## config.mk

```make
export PLATFORM = sky130hd
export DESIGN_NAME = piso_shift_register
export DESIGN_NICKNAME = d
export VERILOG_FILES = /design/src/rtl/shift_pkg.sv /design/src/rtl/tick_gen.sv /design/src/rtl/piso_shift_register.sv
export SDC_FILE = /design/constraint.sdc
export NUM_CORES = 1
export LEC_CHECK = 0
export ABC_AREA = 1
export BUFFER_PORTS_ARGS = -buffer_cell sky130_fd_sc_hd__buf_2
export CORE_MARGIN = 5
export CORE_UTILIZATION = 25
export DETAILED_ROUTE_END_ITERATION = 8
export SYNTH_ARGS = -nofsm -noshare
export SYNTH_HDL_FRONTEND = slang
export SYNTH_HIERARCHICAL = 1
export SYNTH_SLANG_ARGS = --single-unit
```

## constraint.sdc

```tcl
create_clock -name clk_100MHz -period 2.35 [get_ports clk_100MHz]
set_clock_uncertainty 0.2 [all_clocks]
set_input_delay 0.1175 -clock clk_100MHz [delete_from_list [all_inputs] [get_ports clk_100MHz]]
set_output_delay 0.1175 -clock clk_100MHz [all_outputs]
set_load 0.03 [all_outputs]
```

## src/rtl/shift_pkg.sv

```systemverilog
// Shared definitions for the serial transmitter and receiver:
// FSM state encoding, default frame geometry and counter sizing.
package shift_pkg;

  typedef enum logic {
    IDLE  = 1'b0,
    SHIFT = 1'b1
  } state_t;

  localparam int unsigned DEFAULT_WIDTH = 16;
  localparam int unsigned DEFAULT_DIV   = 4;

  // Bits needed to count 0..n-1, never less than one.
  function automatic int unsigned cnt_width(input int unsigned n);
    return (n > 1) ? $clog2(n) : 1;
  endfunction

endpackage

```

## src/rtl/tick_gen.sv

```systemverilog
// Bit-period tick generator.
// Counts 0..DIV-1 while enabled and flags the last count of each period.
// Ports:
//   clk_100MHz - clock, rising edge
//   rst_n      - asynchronous active-low reset
//   clear      - synchronous restart of the period count
//   enable     - count only while high; holds otherwise
//   tick       - high during the final cycle of a bit period
module tick_gen
  import shift_pkg::*;
#(
  parameter int unsigned DIV = DEFAULT_DIV
) (
  input  logic clk_100MHz,
  input  logic rst_n,
  input  logic clear,
  input  logic enable,
  output logic tick
);

  localparam int unsigned   CW   = cnt_width(DIV);
  localparam logic [CW-1:0] LAST = CW'(DIV - 1);

  logic [CW-1:0] cnt;

  // Period counter; wraps at DIV-1 and never advances while disabled.
  always_ff @(posedge clk_100MHz or negedge rst_n) begin
    if (!rst_n) begin
      cnt <= '0;
    end else if (clear) begin
      cnt <= '0;
    end else if (enable) begin
      cnt <= (cnt == LAST) ? '0 : cnt + CW'(1);
    end
  end

  // With DIV=1 the counter sits at 0 == LAST, so tick follows enable.
  assign tick = enable & ~clear & (cnt == LAST);

endmodule

```

## src/rtl/piso_shift_register.sv

```systemverilog
// Parallel-in serial-out transmitter.
// Accepts a WIDTH-bit word when idle and shifts it out LSB first, holding
// each bit for DIV clock cycles, then pulses done for one cycle.
// Ports:
//   clk_100MHz  - clock, rising edge
//   rst_n       - asynchronous active-low reset
//   load        - start a frame (honoured only while ready)
//   parallel_in - frame word, sampled on an accepted load
//   ready       - a load will be accepted (inverse of busy)
//   serial_out  - registered serial stream, 0 when idle
//   busy        - registered, high while a frame is on the line
//   done        - registered one-cycle pulse at frame completion
module piso_shift_register
  import shift_pkg::*;
#(
  parameter int unsigned WIDTH = DEFAULT_WIDTH,
  parameter int unsigned DIV   = DEFAULT_DIV
) (
  input  logic             clk_100MHz,
  input  logic             rst_n,
  input  logic             load,
  input  logic [WIDTH-1:0] parallel_in,
  output logic             ready,
  output logic             serial_out,
  output logic             busy,
  output logic             done
);

  localparam int unsigned    BCW      = cnt_width(WIDTH);
  localparam logic [BCW-1:0] LAST_BIT = BCW'(WIDTH - 1);

  state_t           state_q, state_d;
  logic [WIDTH-1:0] shreg_q, shreg_d;
  logic [BCW-1:0]   bit_cnt_q, bit_cnt_d;
  logic             serial_d, busy_d, done_d;
  logic             tick, tick_clear;

  // Bit-period timing runs only while shifting.
  tick_gen #(
    .DIV(DIV)
  ) u_tick_gen (
    .clk_100MHz(clk_100MHz),
    .rst_n     (rst_n),
    .clear     (tick_clear),
    .enable    (state_q == SHIFT),
    .tick      (tick)
  );

  // Next-state and next-output logic.
  always_comb begin
    state_d    = state_q;
    shreg_d    = shreg_q;
    bit_cnt_d  = bit_cnt_q;
    serial_d   = 1'b0;
    busy_d     = 1'b0;
    done_d     = 1'b0;
    tick_clear = 1'b0;

    case (state_q)
      IDLE: begin
        if (load) begin
          shreg_d    = parallel_in;
          bit_cnt_d  = '0;
          tick_clear = 1'b1;
          serial_d   = parallel_in[0];
          busy_d     = 1'b1;
          state_d    = SHIFT;
        end
      end

      SHIFT: begin
        // serial_out always mirrors the register LSB during a frame.
        serial_d = shreg_q[0];
        busy_d   = 1'b1;
        if (tick) begin
          if (bit_cnt_q != LAST_BIT) begin
            shreg_d   = {1'b0, shreg_q[WIDTH-1:1]};
            serial_d  = shreg_q[1];
            bit_cnt_d = bit_cnt_q + BCW'(1);
          end else begin
            // Final tick: loads arriving now are dropped since state is SHIFT.
            state_d  = IDLE;
            serial_d = 1'b0;
            busy_d   = 1'b0;
            done_d   = 1'b1;
          end
        end
      end

      default: state_d = IDLE;
    endcase
  end

  // State and output registers.
  always_ff @(posedge clk_100MHz or negedge rst_n) begin
    if (!rst_n) begin
      state_q    <= IDLE;
      shreg_q    <= '0;
      bit_cnt_q  <= '0;
      serial_out <= 1'b0;
      busy       <= 1'b0;
      done       <= 1'b0;
    end else begin
      state_q    <= state_d;
      shreg_q    <= shreg_d;
      bit_cnt_q  <= bit_cnt_d;
      serial_out <= serial_d;
      busy       <= busy_d;
      done       <= done_d;
    end
  end

  assign ready = ~busy;

endmodule
```

==> results.tsv, run 1 <==
stage	metric	value	unit
floorplanning	Die H	80.9	um
power_and_ir_drop	P_int	864	uW
placed_design	HPWL after DPL	1780	um
logic_synthesis	Synth top area share	49.8	%
power_and_ir_drop	Sw Pwr	497	uW
logic_synthesis	Post-synth EDFFs	0	
placed_design	port buffer count	22	
global_routing	GR Overflow Total	0	
setup_path	crit path capture type	flop	
clock_tree	H-tree depth	1	
final_layout	multi-input logic area	554	um^2
setup_path	CP Launch Type	flop	
logic_synthesis	synth top area cells	dfrtp_1, nand2_1, o21ai_0	
global_routing	total track usage	8.62	%
sta	Peak Freq	475	MHz
detailed_routing	Detailed Routing Iterations Pass 1	4	
detailed_routing	DR iter-0 viols	53	
logic_synthesis	most numerous cell in the Yosys netlist	nand2_1	
sta	Final Hold Vio Count	0	
sta	period utilization	89.6	%
global_routing	first-pass GRT wire length	4370	um
clock_tree	CTS Root Cell	clkbuf_8	
logic_synthesis	FFs w/ async S/R, synth	100	%
detailed_routing	final wirelength	2460	um
power_and_ir_drop	P per Cell Area	905	mW/mm^2
outcome	status	completed	
final_layout	Layout area overhead	19.6	%
sta	RSZ-0062 raised after global routing	no	
logic_synthesis	post-synthesis cell type count	19	
clock_tree	clock slew seen by the registers of the worst setup and hold paths	80	ps
logic_synthesis	leading area contributor after synthesis	dfrtp_1	
power_and_ir_drop	combinational share of power	33.8	%
logic_synthesis	Synthesis Warnings	6	
logic_synthesis	syn nets	165	
clock_tree	postcts setup bufs	0	
floorplanning	DIE WIDTH	80.9	um
detailed_routing	vias per cell	4.25	
clock_tree	Sink Count	25	
setup_path	r2r endpoint	shreg_q[3]	
placed_design	GP Congestion	0.793	
detailed_routing	Final ANT Viol Nets	0	
setup_path	reg2reg path depth	8	
logic_synthesis	register area share after synthesis	49.8	%
logic_synthesis	syn avg cell area	8.73	um^2
power_and_ir_drop	Net Sw Frac	36.5	%
detailed_routing	remaining routing DRC violations	0	
flow_run	Max-Cap Viols	0	
logic_synthesis	synthesis-stage register bit count	25	
sta	Worst-Margin Slew	559	ps
final_layout	share of layout cells above drive strength 1	32.4	%
setup_path	Reg2Reg Launch Point	state_q	
clock_tree	CTS tree	done	
sta	Finish-stage setup viols	0	
power_and_ir_drop	Clk network pwr share	18.4	%
floorplanning	Core Rows	25	
sta	fin. max-slew vios	0	
global_routing	initial antenna violation count	0	
detailed_routing	detailed-route via count	1007	
sta	Final Critical Period	2110	ps
floorplanning	io pins	23	
clock_tree	TritonCTS Buffers	3	
global_routing	largest net degree at the start of global routing	39	
power_and_ir_drop	worst vdd ir	0.275	mV
setup_path	Worst R2R Setup Slack	240	ps
floorplanning	Die Area	0.00655	mm^2
setup_path	Data required, critical path	2290	ps
final_layout	fillers	534	
power_and_ir_drop	P_leak	0.000684	uW
setup_path	worst setup path category	flop to flop	
min_path	Hold Path Origin	parallel_in[9]	
floorplanning	core area	0.00482	mm^2
sta	Fin Setup TNS	0	ps
final_layout	ANT cells	0	
clock_tree	Clock Latency Late Sink	270	ps
setup_path	Worst Path Arrival	2040	ps
final_layout	register area	626	um^2
setup_path	worst-path fanout max	38	
floorplanning	Starting Density	26.1	%
min_path	worst hold path type	input port to flop	
final_layout	Post-Route Utilization	31.2	%
min_path	WHS Path Cells	4	
global_routing	vias in the first global route	963	
logic_synthesis	Post-Syn Area	0.00126	mm^2
logic_synthesis	Mapped Cells	144	
power_and_ir_drop	sequential power share	47.8	%
final_layout	nets@finish	192	
clock_tree	maximum clock insertion buffer count	2	
logic_synthesis	Synth Flop Type	dfrtp_1	
detailed_routing	Routed WL per cell	10.4	um
sta	relative slew slack	62.7	%
logic_synthesis	Commonest cells post-synth	nand2_1, dfrtp_1, o21ai_0	
min_path	WHS Endpoint	shreg_q[9]	
state kept, by name (all words and copies together), names as in the netlist:
name and flops:
shreg_q 16, bit_cnt_q 4, u_tick_gen/cnt 2, done 1
serial_out 1, state_q 1
final cells by class:
cell class | count | share of cell area, %
Sequential cell | 25 | 41.6
Timing Repair Buffer | 29 | 11.5
Clock buffer | 4 | 3.00
Tap cell | 67 | 5.57
Multi-Input combinational cell | 106 | 36.9
Inverter | 6 | 1.50
routing by layer:
| metal | global-route usage, % | share of wire (%) | vias to the layer above |
|---|---|---|---|
| met1 | 10.7 | 49 | 458 |
| li1 | - | - | 522 |
| met3 | 3.22 | 5.8 | 4 |
| met2 | 13.7 | 44 | 23 |
| met5 | 0 | 0 | - |
| met4 | 3.04 | 1.2 | 0 |
cells in the final DEF, fill, tap and decap left out:
| master | instances |
|---|---|
| nand4_1 | 3 |
| nor2_1 | 8 |
| buf_2 | 22 |
| nand3_1 | 5 |
| o21ai_0 | 22 |
| clkbuf_8 | 3 |
| buf_4 | 3 |
| clkbuf_1 | 1 |
| dfrtp_1 | 25 |
| nor2_2 | 1 |
| inv_2 | 1 |
| o21ai_2 | 10 |
| inv_1 | 5 |
| or2_2 | 15 |
| nand2_1 | 36 |
| dlygate4sd3_1 | 4 |
| o21ai_1 | 2 |
| ha_1 | 2 |
| nor3b_1 | 1 |
| a21oi_1 | 1 |
worst max path at each step:
stage	startpoint	endpoint	slack, ps	depth (start not counted)
floorplan	state_q	shreg_q[10]	150	10
global placement	state_q	shreg_q[3]	340	8
detailed placement	state_q	shreg_q[7]	260	8
CTS	state_q	shreg_q[7]	230	8
global route	state_q	shreg_q[7]	3	8
finish	state_q	shreg_q[3]	240	8
per-stage QoR:
step           area, um^2  total power (uW)  hold slack [ps]  setup WS, ps  std cells
2_1_floorplan        1260              1050             -378           154        144
3_3_place_gp         1420              1110            -53.1           339        229
3_5_place_dp         1420              1120            -58.0           259        229
4_1_cts              1500              1390             40.1           226        237
5_1_grt              1500              1500             59.8          3.36        237
6_report             1500              1360             43.6           244        237
power by group through the flow:
stage / sequential [uW] / clock (uW) / combinational, uW
2_1_floorplan: 649 / 0 / 405
3_3_place_gp: 655 / 0 / 458
3_5_place_dp: 657 / 0 / 463
4_1_cts: 651 / 266 / 470
5_1_grt: 672 / 285 / 542
6_report: 650 / 251 / 460
critical path: stages, from the launching register on:
cell     delay (ps)
dfrtp_1         510
nor2_1          150
nor3b_1         420
nor2_1          120
nor2_1          100
nand2_1          60
buf_4           250
nand2_1          90
o21ai_0          80
cell families (layout without fill, tap and decap cells):
logic type,Yosys count,in the layout,synth area share (%)
compound gates,35,35,16.9
flops,25,25,49.8
fa+ha+maj,2,2,1.99
buf+inv,13,39,6.17
simple gates,69,69,25.2
what timing repair did:
action | in CTS | in global routing
hold endpoints to repair | 29 | 0
hold buffers | 4 | 0
gates resized for setup | 0 | 0
Power figures use the tool's default switching activity.
==> run 2: changes to the inputs <==
Settings changed: BUFFER_PORTS_ARGS -buffer_cell sky130_fd_sc_hd__buf_2 to not set, DONT_BUFFER_PORTS set to 1.
==> run 2 against run 1 <==
- die area unchanged
- first-iteration DRC count down 17%
- non-clock buffer count down 5
- largest power group unchanged
==> results.tsv, run 2 (synthesis gave the netlist of run 1 again) <==
stage	metric	value	unit	change
outcome	status	completed		
setup_path	number of buffers and inverters on the critical path	1		unchanged
placed_design	dpl cells	208		-9.2%
floorplanning	Starting Density	26.1	%	unchanged
sta	relative slew slack	73.5	%	+11 points
power_and_ir_drop	sequential power share	48.0	%	+0.2 points
setup_path	Data required, critical path	2290	ps	about the same
power_and_ir_drop	Clk network pwr share	18.4	%	about the same
min_path	worst hold path type	input port to async pin		
final_layout	commonest non-fill, non-tap cell in the layout	nand2_1		
global_routing	vias in the first global route	1043		+8.3%
power_and_ir_drop	P_int	877	uW	+1.5%
final_layout	fin area	0.00157	mm^2	+4.5%
final_layout	share of layout cells above drive strength 1	21.2	%	-11 points
detailed_routing	Detailed Routing Iterations Pass 1	4		unchanged
clock_tree	CTS Root Cell	clkbuf_8		
sta	RSZ-0062 raised after global routing	no		
setup_path	CP peak stage delay	590	ps	+80 ps
global_routing	GR Overflow Total	0		unchanged
setup_path	worst setup path category	flop to flop		
sta	Peak Freq	494	MHz	+4.0%
setup_path	Worst Path Arrival	1970	ps	-70 ps
floorplanning	Die Area	0.00655	mm^2	unchanged
sta	fin. max-slew vios	0		unchanged
power_and_ir_drop	worst vdd ir	0.441	mV	+60%
detailed_routing	Routed WL per cell	11.0	um	+6.2%
power_and_ir_drop	Net Sw Frac	36.5	%	-0.039 points
final_layout	most frequent cells in the layout	nand2_1, dfrtp_1, o21ai_0		
floorplanning	Core Rows	25		unchanged
clock_tree	Sink Count	25		unchanged
power_and_ir_drop	combinational share of power	33.5	%	-0.3 points
setup_path	most frequent CP cell	nor2_1		
setup_path	worst-path fanout max	38		unchanged
final_layout	Post-Route Utilization	32.6	%	+1.4 points
final_layout	biggest regs	shreg_q x16, bit_cnt_q x4, u_tick_gen/cnt x2		
floorplanning	DIE WIDTH	80.9	um	unchanged
clock_tree	clock slew seen by the registers of the worst setup and hold paths	90	ps	about the same
clock_tree	CTS tree	done		
detailed_routing	final wirelength	2560	um	+4.0%
sta	Fin Hold WS	80.5	ps	+36.9 ps
setup_path	CP top delay family	simple AND/OR/NAND/NOR gates		
final_layout	ANT cells	0		unchanged
placed_design	port buffer count	0		-100%
detailed_routing	Final ANT Viol Nets	0		unchanged
sta	Final Hold Vio Count	0		unchanged
clock_tree	TritonCTS Buffers	3		unchanged
sta	period utilization	86.2	%	-3.4 points
detailed_routing	remaining routing DRC violations	0		unchanged
floorplanning	core area	0.00482	mm^2	unchanged
global_routing	total track usage	9.02	%	+0.40 points
sta	Worst-Margin Slew	398	ps	-161 ps
clock_tree	postcts setup bufs	0		unchanged
sta	Fin Setup TNS	0	ps	unchanged
clock_tree	maximum clock insertion buffer count	2		unchanged
placed_design	HPWL after DPL	1710	um	-4.2%
final_layout	Non-Filler Instances	232		-2.1%
clock_tree	H-tree depth	1		unchanged
final_layout	Top reg by flops	shreg_q		
final_layout	Layout area overhead	25.0	%	
placed_design	GP Congestion	0.736		-7.2%
floorplanning	Die H	80.9	um	unchanged
power_and_ir_drop	Sw Pwr	504	uW	+1.4%
final_layout	nets@finish	187		-2.6%
placed_design	placed inst area	0.00132	mm^2	-7.2%
global_routing	initial antenna violation count	0		unchanged
final_layout	max FFs per register	16		unchanged
sta	Finish-stage setup viols	0		unchanged
flow_run	Max-Cap Viols	0		unchanged
global_routing	first-pass GRT wire length	4660	um	+6.8%
clock_tree	post-CTS sizing	0		unchanged
detailed_routing	vias per cell	4.25		about the same
sta	Final Critical Period	2020	ps	-80.8 ps
floorplanning	io pins	23		unchanged
global_routing	largest net degree at the start of global routing	39		unchanged
setup_path	CP Cell Sequence	nor2_1, nor3b_1, nor2_1, nor2_1, nand2_1, buf_4, nand2_1, o21ai_0		
setup_path	slowest CP cell	dfrtp_1		
clock_tree	Clock Latency Late Sink	270	ps	about the same
setup_path	crit path capture type	flop		
detailed_routing	DR iter-0 viols	44		-17%
power_and_ir_drop	P_leak	0.000670	uW	-2.0%
detailed_routing	detailed-route via count	986		-2.1%
setup_path	CP Launch Type	flop		
power_and_ir_drop	P per Cell Area	879	mW/mm^2	-2.9%
==> run 2: cell type report <==
type | count | area, um^2
inverter | 6 | 22.5
multi-input combinational | 106 | 554
fill | 521 | 3250
tap | 67 | 83.8
sequential | 25 | 626
clock buffer | 4 | 45.0
timing repair buffer | 24 | 240
==> run 2: final timing paths <==
kind | start | endpoint | slack [ps] | cells after the start
max in group asynchronous | rst_n | shreg_q[13] | 1720 | 2
worst min register to register | shreg_q[12] | shreg_q[12] | 280 | 2
worst min-delay path | rst_n | shreg_q[6] | 80 | 2
min in group clk_100MHz | shreg_q[12] | shreg_q[12] | 280 | 2
worst max-delay path | state_q | shreg_q[3] | 330 | 8
worst max register to register | state_q | shreg_q[3] | 330 | 8
==> run 2: worst register-to-register path, delay by kind of cell, from the launching register on <==
kind	cells	cell delay (ps)
AO/OA/AOI/OAI	1	80
AND/OR/NAND/NOR	6	790
buffers and inverters	1	240
flip-flops	1	590
==> run 2: repair_timing <==
item / 4_1_cts / 5_1_grt
setup endpoints to repair: 0 / 0
hold endpoints to repair: 44 / 0
hold buffers: 20 / 0
==> run 2: per-stage QoR <==
step	power, uW	worst slack (ps)
2_1_floorplan	1050	154
3_3_place_gp	1090	383
3_5_place_dp	1110	324
4_1_cts	1410	306
5_1_grt	1530	104
6_report	1380	325
==> run 2: layer usage <==
metal	GRT usage, %	wire length (um)
met4	2.53	29
met1	11.7	1250
met5	0	0
met3	2.66	148
met2	14.6	1140
==> run 2: power by group through the flow <==
stage | clock, uW | combinational, uW | sequential [uW]
3_3_place_gp | 0 | 423 | 670
4_1_cts | 271 | 473 | 665
5_1_grt | 286 | 552 | 688
3_5_place_dp | 0 | 434 | 672
6_report | 255 | 463 | 663
2_1_floorplan | 0 | 405 | 649
